===== src/rtl/midi_rx_if.sv =====
// midi_rx_if: bundle between a MIDI serial source and the midi_rx receiver.
//   rx        : serial MIDI line, idles high
//   note      : held-key vector, bit i = key BASE_KEY+i
//   msg_valid : one-cycle pulse per parsed note message
//   msg_on    : 1 = note on, 0 = note off (meaningful while msg_valid)
//   msg_key   : key number of the last note message
//   msg_vel   : velocity of the last note message
//   prog      : last Program Change value
//   frame_err : one-cycle pulse when a stop bit samples low
`timescale 1ns/1ps
interface midi_rx_if;
   logic       rx;
   logic [9:0] note;
   logic       msg_valid;
   logic       msg_on;
   logic [6:0] msg_key;
   logic [6:0] msg_vel;
   logic [6:0] prog;
   logic       frame_err;

   // Line driver / observer side.
   modport master (
      output rx,
      input  note, msg_valid, msg_on, msg_key, msg_vel, prog, frame_err
   );

   // Receiver side.
   modport slave (
      input  rx,
      output note, msg_valid, msg_on, msg_key, msg_vel, prog, frame_err
   );
endinterface


===== src/rtl/midi_rx.sv =====
// midi_rx: 8N1 MIDI receiver with a Note On / Note Off / Program Change parser.
// Keeps a 10-key held-note vector so an external keyboard can stand in for the
// on-board keys.
//   clk_i  : system clock
//   rst_ni : synchronous reset, active low
//   bus    : midi_rx_if.slave (rx in; note, msg_*, prog, frame_err out)
`timescale 1ns/1ps
module midi_rx #(
   parameter int unsigned CLK_HZ   = 100000000,
   parameter int unsigned BAUD     = 31250,
   parameter int unsigned BASE_KEY = 60,
   parameter int unsigned CHANNEL  = 16 // 16 = omni
) (
   input  logic     clk_i,
   input  logic     rst_ni,
   midi_rx_if.slave bus
);

   localparam int unsigned DIV  = CLK_HZ / BAUD;
   localparam int unsigned CntW = (DIV > 2) ? $clog2(DIV) : 1;
   localparam logic [CntW-1:0] DivM1   = CntW'(DIV - 1);
   localparam logic [CntW-1:0] HalfM1  = CntW'(DIV / 2 - 1);
   localparam logic [7:0]      BaseKey = 8'(BASE_KEY);
   localparam logic [3:0]      Chan    = 4'(CHANNEL);
   localparam bit              Omni    = (CHANNEL == 16);

   // ---------------------------------------------------------------- sync
   logic rx_meta_q, rxs_q, rxs_prev_q, rx_fall;

   always_ff @(posedge clk_i) begin
      if (!rst_ni) begin
         rx_meta_q  <= 1'b1;
         rxs_q      <= 1'b1;
         rxs_prev_q <= 1'b1;
      end else begin
         rx_meta_q  <= bus.rx;
         rxs_q      <= rx_meta_q;
         rxs_prev_q <= rxs_q;
      end
   end

   assign rx_fall = rxs_prev_q & ~rxs_q;

   // -------------------------------------------------------- bit receiver
   typedef enum logic [1:0] {StIdle, StStart, StData, StStop} rx_state_e;

   rx_state_e       st_q;
   logic [CntW-1:0] cnt_q;
   logic [2:0]      idx_q;
   logic [7:0]      byte_q;
   logic            byte_rdy_q;
   logic            frame_err_q;
   logic            stop_wait_q; // bad stop seen, waiting for the line to go high

   always_ff @(posedge clk_i) begin
      if (!rst_ni) begin
         st_q        <= StIdle;
         cnt_q       <= '0;
         idx_q       <= '0;
         byte_q      <= '0;
         byte_rdy_q  <= 1'b0;
         frame_err_q <= 1'b0;
         stop_wait_q <= 1'b0;
      end else begin
         byte_rdy_q  <= 1'b0;
         frame_err_q <= 1'b0;
         unique case (st_q)
            StIdle: begin
               if (rx_fall) begin
                  cnt_q <= HalfM1;
                  st_q  <= StStart;
               end
            end
            StStart: begin
               if (cnt_q == '0) begin
                  if (rxs_q) begin
                     st_q <= StIdle; // glitch, not a start bit
                  end else begin
                     cnt_q <= DivM1;
                     idx_q <= '0;
                     st_q  <= StData;
                  end
               end else begin
                  cnt_q <= cnt_q - 1'b1;
               end
            end
            StData: begin
               if (cnt_q == '0) begin
                  byte_q <= {rxs_q, byte_q[7:1]}; // LSB first
                  cnt_q  <= DivM1;
                  if (idx_q == 3'd7) begin
                     st_q <= StStop;
                  end else begin
                     idx_q <= idx_q + 3'd1;
                  end
               end else begin
                  cnt_q <= cnt_q - 1'b1;
               end
            end
            StStop: begin
               if (stop_wait_q) begin
                  if (rxs_q) begin
                     stop_wait_q <= 1'b0;
                     st_q        <= StIdle;
                  end
               end else if (cnt_q == '0) begin
                  if (rxs_q) begin
                     byte_rdy_q <= 1'b1;
                     st_q       <= StIdle;
                  end else begin
                     frame_err_q <= 1'b1;
                     stop_wait_q <= 1'b1;
                  end
               end else begin
                  cnt_q <= cnt_q - 1'b1;
               end
            end
            default: st_q <= StIdle;
         endcase
      end
   end

   // -------------------------------------------------------------- parser
   logic [7:0] rs_q, rs_d;     // running status, 0 = none
   logic       dcnt_q, dcnt_d; // 1 once the first of two data bytes is held
   logic [6:0] key_q, key_d;
   logic [9:0] note_q, note_d;
   logic       msg_valid_q, msg_valid_d;
   logic       msg_on_q, msg_on_d;
   logic [6:0] msg_key_q, msg_key_d;
   logic [6:0] msg_vel_q, msg_vel_d;
   logic [6:0] prog_q, prog_d;

   logic       one_byte, note_msg, prog_msg, chan_ok;
   logic [7:0] key_idx;

   assign one_byte = (rs_q[6:5] == 2'b10);   // Cx / Dx
   assign note_msg = (rs_q[7:5] == 3'b100);  // 8x / 9x
   assign prog_msg = (rs_q[7:4] == 4'hC);
   assign chan_ok  = Omni || (rs_q[3:0] == Chan);
   assign key_idx  = {1'b0, key_q} - BaseKey; // wraps high when below BaseKey

   always_comb begin
      rs_d        = rs_q;
      dcnt_d      = dcnt_q;
      key_d       = key_q;
      note_d      = note_q;
      msg_valid_d = 1'b0;
      msg_on_d    = msg_on_q;
      msg_key_d   = msg_key_q;
      msg_vel_d   = msg_vel_q;
      prog_d      = prog_q;
      if (byte_rdy_q) begin
         if (byte_q[7]) begin
            // Realtime bytes (F8-FF) leave everything untouched.
            if (byte_q[7:3] != 5'b11111) begin
               rs_d   = (byte_q[7:4] == 4'hF) ? 8'h00 : byte_q;
               dcnt_d = 1'b0;
            end
         end else if (rs_q[7]) begin
            if (!one_byte && !dcnt_q) begin
               key_d  = byte_q[6:0];
               dcnt_d = 1'b1;
            end else begin
               dcnt_d = 1'b0;
               if (prog_msg && chan_ok) begin
                  prog_d = byte_q[6:0];
               end
               if (note_msg && chan_ok) begin
                  msg_valid_d = 1'b1;
                  msg_on_d    = rs_q[4] && (byte_q[6:0] != 7'd0);
                  msg_key_d   = key_q;
                  msg_vel_d   = byte_q[6:0];
                  if (key_idx < 8'd10) begin
                     note_d[key_idx[3:0]] = msg_on_d;
                  end
               end
            end
         end
      end
   end

   always_ff @(posedge clk_i) begin
      if (!rst_ni) begin
         rs_q        <= '0;
         dcnt_q      <= 1'b0;
         key_q       <= '0;
         note_q      <= '0;
         msg_valid_q <= 1'b0;
         msg_on_q    <= 1'b0;
         msg_key_q   <= '0;
         msg_vel_q   <= '0;
         prog_q      <= '0;
      end else begin
         rs_q        <= rs_d;
         dcnt_q      <= dcnt_d;
         key_q       <= key_d;
         note_q      <= note_d;
         msg_valid_q <= msg_valid_d;
         msg_on_q    <= msg_on_d;
         msg_key_q   <= msg_key_d;
         msg_vel_q   <= msg_vel_d;
         prog_q      <= prog_d;
      end
   end

   assign bus.note      = note_q;
   assign bus.msg_valid = msg_valid_q;
   assign bus.msg_on    = msg_on_q;
   assign bus.msg_key   = msg_key_q;
   assign bus.msg_vel   = msg_vel_q;
   assign bus.prog      = prog_q;
   assign bus.frame_err = frame_err_q;

endmodule


===== src/flat_wrapper.sv =====
// flat-port wrapper written by rule: the top's interface ports become plain ports
module midi_rx_flat 
#(
   parameter int unsigned CLK_HZ   = 100000000,
   parameter int unsigned BAUD     = 31250,
   parameter int unsigned BASE_KEY = 60,
   parameter int unsigned CHANNEL  = 16             
)
  (clk_i, rst_ni, bus_rx, bus_note, bus_msg_valid, bus_msg_on, bus_msg_key, bus_msg_vel, bus_prog, bus_frame_err);
  midi_rx_if bus_i ();
  input  logic clk_i;
  input  logic rst_ni;
  input wire logic [$bits(bus_i.rx)-1:0] bus_rx;
  output wire logic [$bits(bus_i.note)-1:0] bus_note;
  output wire logic [$bits(bus_i.msg_valid)-1:0] bus_msg_valid;
  output wire logic [$bits(bus_i.msg_on)-1:0] bus_msg_on;
  output wire logic [$bits(bus_i.msg_key)-1:0] bus_msg_key;
  output wire logic [$bits(bus_i.msg_vel)-1:0] bus_msg_vel;
  output wire logic [$bits(bus_i.prog)-1:0] bus_prog;
  output wire logic [$bits(bus_i.frame_err)-1:0] bus_frame_err;
  assign bus_i.rx = bus_rx;
  assign bus_note = bus_i.note;
  assign bus_msg_valid = bus_i.msg_valid;
  assign bus_msg_on = bus_i.msg_on;
  assign bus_msg_key = bus_i.msg_key;
  assign bus_msg_vel = bus_i.msg_vel;
  assign bus_prog = bus_i.prog;
  assign bus_frame_err = bus_i.frame_err;
  midi_rx #(.CLK_HZ(CLK_HZ), .BAUD(BAUD), .BASE_KEY(BASE_KEY), .CHANNEL(CHANNEL)) u_core (.clk_i(clk_i), .rst_ni(rst_ni), .bus(bus_i));
endmodule

===== config.mk =====
export PLATFORM = sky130hd
export DESIGN_NAME = midi_rx_flat
export DESIGN_NICKNAME = d
export VERILOG_FILES = /design/src/rtl/midi_rx_if.sv /design/src/rtl/midi_rx.sv /design/src/flat_wrapper.sv
export SDC_FILE = /design/constraint.sdc
export NUM_CORES = 1
export LEC_CHECK = 0
export BUFFER_PORTS_ARGS = -buffer_cell sky130_fd_sc_hd__buf_2
export CORE_MARGIN = 4
export CORE_UTILIZATION = 50
export DETAILED_ROUTE_END_ITERATION = 6
export GPL_TIMING_DRIVEN = 0
export PLACE_DENSITY = 0.78
export SYNTH_ARGS = -nofsm -noshare
export SYNTH_HDL_FRONTEND = slang
export SYNTH_SLANG_ARGS = --single-unit

===== constraint.sdc =====
create_clock -name clk_i -period 2.8 [get_ports clk_i]
set_input_delay 0.14 -clock clk_i [delete_from_list [all_inputs] [get_ports clk_i]]
set_output_delay 0.14 -clock clk_i [all_outputs]
set_load 0.02 [all_outputs]

# ---- Word-level counts from Yosys, hierarchy flattened
# Cells that the tools add are included.
dict set report word_totals {
  reg_bits 80
  latch_bits 0
  ramBits 0
  romBits 0
  input_bits 3
  output_inout_bits 34
  word_cells 111
  memories 0
}
dict set report classes {
  n_addsub 3
  n_mul 0
  n_div 0
  magnitude_cmp 3
  eq_ne 20
  shift 0
  muxes 34
  bitwise_logic 9
  reduce_logical 23
}
# operator n
set op_table {}
lappend op_table {{$mux 12} 6}
lappend op_table {{$pmux 12 s4} 1}
lappend op_table {{$reduce_and 5->1} 4}
lappend op_table {{$mux 2} 8}
lappend op_table {{$logic_not 12->1} 1}
lappend op_table {{$mux 3} 4}
lappend op_table {{$sub 12x1->12 const B} 1}
lappend op_table {{$bwmux 10} 1}
lappend op_table {{$mux 1} 10}
lappend op_table {{$ne 2x2->1 const B} 5}
lappend op_table {{$eq 4x4->1 const B} 2}
lappend op_table {{$lt 8x4->1 const B} 1}
lappend op_table {{$mux 8} 1}
lappend op_table {{$ne 2x1->1 const B} 4}
lappend op_table {{$not 1->1} 8}
lappend op_table {{$pmux 2 s4} 1}
lappend op_table {{$reduce_and 4->1} 2}
lappend op_table {{$sub 7x6->8 const B} 1}
lappend op_table {{$reduce_bool 7->1} 1}
lappend op_table {{$eq 2x2->1 const B} 3}
lappend op_table {{$eq 3x3->1 const B} 2}
lappend op_table {{$pmux 3 s2} 1}
lappend op_table {{$reduce_and 3->1} 2}
lappend op_table {{$reduce_and 6->1} 1}
lappend op_table {{17 further kinds} 21}

# ---- Longest topological paths before layout
# Gate-level depths: netlist of the first run.
dict set report depth {
  ltp_word 6
  depth_mapped 9
  mapped_depth_nobuf 7
}

# ---- Worst setup path before layout of the first run
# OpenSTA, ideal clock, no wires.
dict set report synth_timing {
  path_kind {register to register}
  startpoint {register u_core.cnt_q[5]}
  endpoint {register u_core.idx_q[0]}
  setup_time_ns 0.079
  t_arrival_ns 2.238
  t_required_ns 2.721
  slack_ns 0.482
  path_stages_with_launch 7
  path_buffers 1
  period_less_slack_ns 2.318
  path_cell_list {dfxtp_1 > or4_4 > buf_6 > or4_4 > or3_4 > nor2b_4 > a211oi_2}
}
dict set report synth_between {
  elab_chain_len 3
  elab_cells_between_ends 4
  classes_between {2 x eq/ne; 2 x reduce/logical}
}
# element line
set synth_rtl {}
lappend synth_rtl {{start, declared} midi_rx.sv:48} ;# logic [CntW-1:0] cnt_q;
lappend synth_rtl {{start signal, assigned} midi_rx.sv:70} ;# cnt_q <= HalfM1;
lappend synth_rtl {{start signal, assigned} midi_rx.sv:79} ;# cnt_q <= DivM1;
lappend synth_rtl {{start signal, assigned} midi_rx.sv:84} ;# cnt_q <= cnt_q - 1'b1;
lappend synth_rtl {{$logic_not 12->1 *} {midi_rx.sv:75, midi_rx.sv:88}}
lappend synth_rtl {{$ne 2x1->1 (no source line)} -}
lappend synth_rtl {{$reduce_and 5->1 (no source line) *} -}
lappend synth_rtl {{end signal, assigned} midi_rx.sv:94} ;# idx_q <= idx_q + 3'd1;
lappend synth_rtl {{end, declared} midi_rx.sv:49} ;# logic [2:0] idx_q;
# Mark *: on every way between the ends. The rest lies on a longest branch, timed or not.
# A chain may end at the register's enable or synchronous reset.

# ---- Worst setup path after layout of the first run
dict set report layout_timing {
  startpoint {register u_core.cnt_q[0]}
  endpoint {register u_core.cnt_q[0]}
}
dict set report layout_between {
  elab_chain_len 4
  elab_cells_between_ends 10
  classes_between {1 x add/sub; 2 x eq/ne; 5 x mux; 2 x reduce/logical}
}
# element line
set layout_rtl {}
lappend layout_rtl {{$sub 12x1->12} {midi_rx.sv:84, midi_rx.sv:97, midi_rx.sv:115}}
lappend layout_rtl {{$mux 12} midi_rx.sv:106} ;# end else if (cnt_q == '0) begin
lappend layout_rtl {{$mux 12} midi_rx.sv:101} ;# if (stop_wait_q) begin
lappend layout_rtl {{$pmux 12 s4} midi_rx.sv:67} ;# unique case (st_q)
# Several ways; a longest one is shown, not always the timed one. The select of a mux whose other input is x is not followed.

==> flow_summary.toml, run 1 <==
[cells_and_area]
nNetsFinal = 462
syn_to_final_growth_pct = 15.4
fin_cells = 533
drive_gt1_share_pct = 17.3
antenna_cells = 0

[clocking]
post_cts_buffers = 0
htreeDepth = 3
clk_pin_slew_ps = 70
clockBufferDepth = 2
root_buffer = "clkbuf_8"
numClockSinks = 76
cts_buffers = 9
cts_tree = "yes"
clock_latency_ps = 350

[timing]
finalCritPeriodShare_pct = 92.5
worst_slew_pin_slew_ps = 1360
slew_violations = 0
fmax_mhz = 386
hold_violations = 0
finalCriticalPeriod_ps = 2590
clock_skew_ps = 12.5
tns_ps = 0
maxSlewHeadroom_pct = 8.41
rsz0062_at_grt = "false"
setup_viol = 0

[power]
ir_drop_mv = 0.600
p_per_area_nw_per_um2 = 733
leakagePower_nw = 1.57

[critical_path]
critPathArrivalTime_ps = 2880
end_kind = "register"
r2r_start = "u_core.cnt_q[0]$_SDFFE_PN0P_"
required_ps = 3090
crit_type = "register to register"
startpoint = "u_core.cnt_q[0]$_SDFFE_PN0P_"
critPathMaxFanout = 5
start_kind = "register"

[floorplanning]
die-area_um2 = 8250
chipHeight_um = 90.8
io_pins = 37
row_count = 29
core_um2 = 6490
die_w_um = 90.8
start_util_pct = 52.8

[yosys]
syn_area_per_cell_um2 = 8.49
ys_seq_area_share_pct = 44.4
synthArstFlopShare_pct = 0
synth_cell_type_count = 54
synth_enable_flop_cells = 0
yosysTopAreaCellShare_pct = 44.4
netlist_area_um2 = 3430
synth_top_area_cell = "dfxtp_1"
netlist_instances = 404
synth_ff_type = "dfxtp_1"
synth_warnings = 0
ys_ff_latch = 76
syn-num-nets = 415
yosys-top-cells-area = "dfxtp_1 (44%), mux2i_1 (6.4%), nand2_1 (6.2%)"

[hold_path]
hp-class = "input pin to register"
min_from = "rst_ni"

[global_route]
grt_pass1_wl_um = 13200
grt_pass1_vias = 2812
antenna_found_initial = 0
grt_use_total_pct = 19.4
grt_overflow_total = 0
grt_max_degree = 14

[job]
maxCapViolCount = 0

[place]
port-buffer-count = 35
dp.cells = 516
dpl.hpwl_um = 5430
gp_congestion = 0.896

[detailed_routing]
vias = 3009
detail-route-antenna-nets = 0
drtPass1Iterations = 7
drc = 0
viasPerCell = 5.65
wl_per_cell_um = 14.7
drt_iter0_markers = 133
drt_wl_total_um = 7830

[outcome]
status = "complete, no violations"
critical path: stages (launching register included):
cell and delay [ps]:
dfxtp_1 350, inv_1 90, ha_1 150, or3b_2 440, clkbuf_1 180, nor4_1 470, o21ai_0 220, a31oi_2 390
o221a_2 240
flip-flops by register name, summed over array words and instances (netlist names), named ones only:
name	flops
u_core.bus.frame_err	1
u_core.bus.msg_key	7
u_core.bus.msg_on	1
u_core.bus.msg_valid	1
u_core.bus.msg_vel	7
u_core.bus.note	10
u_core.bus.prog	7
u_core.byte_q	8
u_core.byte_rdy_q	1
u_core.cnt_q	12
u_core.dcnt_q	1
u_core.idx_q	3
u_core.key_q	7
u_core.rs_q	4
u_core.rx_meta_q	1
u_core.rxs_prev_q	1
u_core.rxs_q	1
u_core.st_q	1
u_core.stop_wait_q	1
synthesized netlist by cell type (all sizes together), types with 4 or more instances:
| cell type | n |
|---|---|
| dfxtp | 76 |
| nand2 | 57 |
| nor2 | 51 |
| a21oi | 40 |
| clkbuf | 26 |
| mux2i | 22 |
| nand3 | 11 |
| nor3 | 11 |
| inv | 10 |
| o21ai | 9 |
| ha | 8 |
| o221a | 8 |
| nand2b | 7 |
| nor4 | 7 |
| o22ai | 5 |
| a31oi | 4 |
| nor2b | 4 |
| or4b | 4 |
power by group:
group,internal [mW],switching (mW)
Combinational,0.283,0.449
Clock,0.594,0.398
Sequential,1.12,0.0546
Total,2.00,0.901
placed cells by master, fill, tap and decap left out, types with 2 or more instances in the layout:
master / Yosys / routed
o22ai_1: 5 / 5
nor4b_1: 2 / 2
or3b_2: 2 / 2
a21boi_0: 2 / 2
nor3_1: 11 / 11
a21o_1: 2 / 2
ha_1: 8 / 8
nor2_1: 51 / 51
dfxtp_1: 76 / 76
bufinv_16: 0 / 3
clkbuf_8: 0 / 9
a31oi_1: 4 / 3
nand4_1: 3 / 3
buf_2: 1 / 36
or4b_2: 3 / 3
nor4_1: 6 / 6
or4_4: 2 / 2
nor2b_1: 3 / 3
a22oi_1: 3 / 3
clkbuf_1: 25 / 26
o221a_2: 8 / 8
o21ai_0: 9 / 9
inv_1: 10 / 10
a221oi_1: 2 / 2
xnor2_1: 2 / 2
nand2_1: 57 / 57
nand2b_1: 7 / 7
mux2i_1: 22 / 22
a21oi_1: 39 / 39
nand3_1: 11 / 11
or2_2: 3 / 3
area by class of cell:
cell class	count	area, um^2
plain buffers	28	115
clock buffers	10	128
clock inverters	6	111
fillers	576	2540
inverters	11	41.3
multi-input cells	289	1760
flip-flops and latches	76	1520
well taps	77	96.3
repair buffers	36	185
metal layers:
metal	track usage, %	routed length [um]	vias up
met4	5.78	104	0
met3	5.50	510	12
met1	23.6	3330	1398
li1	-	-	1505
met2	33.2	3880	94
met5	0	0	-
cells by family (layout without fill, tap and decap cells):
logic type	count (synthesis)	after routing	share of synthesized area, %
multiplexers	22	22	6.42
AND/OR/NAND/NOR	173	173	25.2
adder cells (fa/ha/maj)	8	8	2.92
buffers and inverters	39	91	4.56
AO/OA/AOI/OAI	83	83	15.8
flip-flops	76	76	44.4
XOR/XNOR	3	3	0.767
metrics by stage:
stage          instance area [um^2]  total power [mW]  hold slack [ps]  util, %  setup slack, ps
5_1_grt                        3960              3.05              176     60.9             58.4
4_1_cts                        3950              2.90              132     60.8              122
3_5_place_dp                   3700              1.91              331     57.0              150
3_3_place_gp                   3700              1.90              326     57.0              188
2_1_floorplan                  3430              1.76              241        -              482
6_report                       3960              2.90              152     60.9              210
path summary, 6_finish.rpt:
path                                  end  slack (ps)  depth (start not counted)
max          u_core.cnt_q[0]$_SDFFE_PN0P_         210                          8
min               u_core.rxs_q$_SDFF_PN1_         150                          2
max reg2reg  u_core.cnt_q[0]$_SDFFE_PN0P_         210                          8
min reg2reg       u_core.rxs_q$_SDFF_PN1_         420                          1
timing repair:
| item | 4_1_cts | 5_1_grt |
|---|---|---|
| endpoints found under the hold margin | 1 | 0 |
| hold buffers | 1 | 0 |
| gates resized for setup | 0 | 1 |
| setup endpoints to repair | 0 | 5 |
Power figures use the tool's default switching activity.
==> inputs of run 2 (changes only) <==
--- a/config.mk
+++ b/config.mk
@@ -11,6 +11,7 @@
 export DETAILED_ROUTE_END_ITERATION = 6
 export GPL_TIMING_DRIVEN = 0
 export PLACE_DENSITY = 0.78
+export REMOVE_ABC_BUFFERS = 1
 export SYNTH_ARGS = -nofsm -noshare
 export SYNTH_HDL_FRONTEND = slang
 export SYNTH_SLANG_ARGS = --single-unit
==> run 2 against run 1 <==
  * Final cell count fell by 4.3%
  * Clock power fell by 21%
  * Worst hold slack got worse by 25 ps
  * Power fell by 6.8%
  * Critical path type unchanged
  * Sequential power barely moved
  * Cell area fell by 3.2%
  * Setup slack improved by 35 ps
  * Clock skew rose by 3.3 ps
  * Fmax rose by 1.4%
==> flow_summary.toml, run 2 (synthesis results as in run 1) <==
[clocking]
cts_buffers = 9
clockBufferDepth = 2
root_buffer = "clkbuf_8"
clock_latency_ps = 360
cts_tree = "yes"
numClockSinks = 76
cts-resized-gates = 0
clk_pin_slew_ps = 80
htreeDepth = 3

[cells_and_area]
multi_input_area_um2 = 1760
largest_reg_flops = 12
nNetsFinal = 439
final_common_cell = "dfxtp_1"
ff_latch_area_um2 = 1520
top_register = "u_core.cnt_q"
syn_to_final_growth_pct = 11.7
drive_gt1_share_pct = 18.9
final_cell_mix = "dfxtp_1 (76), nand2_1 (57), nor2_1 (51)"
final_core_util_pct = 58.9
antenna_cells = 0
fillers = 594

[detailed_routing]
route.met2.wl_um = 3310
wl_met1_um = 3320
viasPerCell = 5.69
drc = 0
detail-route-antenna-nets = 0
highest_layer = "met4"
wl_per_cell_um = 13.9
vias = 2900
drtPass1Iterations = 4
wl_met3_um = 332
drt_iter0_markers = 186
drt_wl_total_um = 7090

[global_route]
antenna_found_initial = 0
grt_overflow_total = 0
grt_max_degree = 61
grt_pass1_vias = 2731
grt_pass1_wl_um = 12500
grt_use_total_pct = 18.3

[floorplanning]
die_w_um = 90.8
start_util_pct = 52.8
die-area_um2 = 8250
core_um2 = 6490
row_count = 29
io_pins = 37
chipHeight_um = 90.8

[timing]
tns_ps = 0
finalCritPeriodShare_pct = 91.3
finalCriticalPeriod_ps = 2560
clock_skew_ps = 15.8
slew_violations = 0
hold_violations = 0
rsz0062_at_grt = "false"
fmax_mhz = 391
worst_slew_pin_slew_ps = 1300
maxSlewHeadroom_pct = 12.4
setup_viol = 0

[power]
power.share.clock_pct = 29.2
power_switching_uw = 930
internal-power_mw = 1.77
pwr-share-seq_pct = 43.6
ir_drop_mv = 0.653
power_frac_comb_pct = 27.2
leakagePower_nw = 1.53
netSwitchingFraction_pct = 34.4
p_per_area_nw_per_um2 = 706

[critical_path]
end_kind = "register"
start_kind = "register"
required_ps = 3050
critPathMaxFanout = 11
r2r.worst_path.cells = 7
critPathArrivalTime_ps = 2810
crit_type = "register to register"

[hold_path]
hp-class = "input pin to register"
worstHoldPathCells = 2

[place]
dpl.hpwl_um = 4760
port-buffer-count = 36
gp_congestion = 0.856

[outcome]
status = "complete, no violations"

[job]
maxCapViolCount = 0
-- run 2: changes by cell type in the layout (fill, tap and decap cells not counted), sizes merged --
cell,change
clkinv,+1
clkbuf,-27
buf,+3
inv,+3
bufinv,-3
-- run 2: power by group through the flow --
stage | logic (mW) | clock network [mW] | registers [mW]
finish | 0.736 | 0.788 | 1.18
global route | 0.819 | 0.866 | 1.19
CTS | 0.729 | 0.809 | 1.18
detailed placement | 0.658 | 0 | 1.20
global placement | 0.645 | 0 | 1.20
floorplan | 0.533 | 0 | 1.19
-- run 2: metrics by stage --
stage / setup slack, ps / std cells / hold WS [ps] / total power, mW / area [um^2]
after floorplan: 359 / 376 / 213 / 1.72 / 3310
after global placement: 49.2 / 489 / 327 / 1.85 / 3590
after detailed placement: 2.11 / 489 / 332 / 1.86 / 3590
after CTS: 224 / 510 / 122 / 2.72 / 3820
after global routing: 30.6 / 510 / 136 / 2.87 / 3830
final: 244 / 510 / 127 / 2.70 / 3830
-- run 2: worst max-delay path, stage by stage, from the launching register on --
cell and delay, ps:
dfxtp_1 380, inv_1 90, ha_1 300, inv_1 150, o21ai_0 200, a21oi_1 740, nand2_1 280, o221a_2 310
-- run 2: cell type report --
class	instances	share of cell area (%)
multi-input combinational	289	45.9
inverter	11	1.11
clock inverter	7	1.70
clock buffer	9	3.24
sequential	76	39.7
tap	77	2.52
timing repair buffer	41	5.75
-- run 2: final timing paths --
kind | from | to | slack (ps)
min | rst_ni | u_core.rxs_q$_SDFF_PN1_ | 130
min reg2reg | u_core.rx_meta_q$_SDFF_PN1_ | u_core.rxs_q$_SDFF_PN1_ | 420
max reg2reg | u_core.st_q[0]$_SDFFE_PN0P_ | u_core.cnt_q[5]$_SDFFE_PN0P_ | 240
max | u_core.st_q[0]$_SDFFE_PN0P_ | u_core.cnt_q[5]$_SDFFE_PN0P_ | 240
-- run 2: per-layer routing --
layer | vias up | track usage [%]
met3 | 12 | 4.83
li1 | 1469 | -
met2 | 55 | 29.3
met5 | - | 0
met1 | 1364 | 23.4
met4 | 0 | 7.04
-- run 2: repair_timing --
action,CTS,global route
setup endpoints to repair,1,0
setup buffers,4,0
endpoints found under the hold margin,1,0
hold buffers,1,0
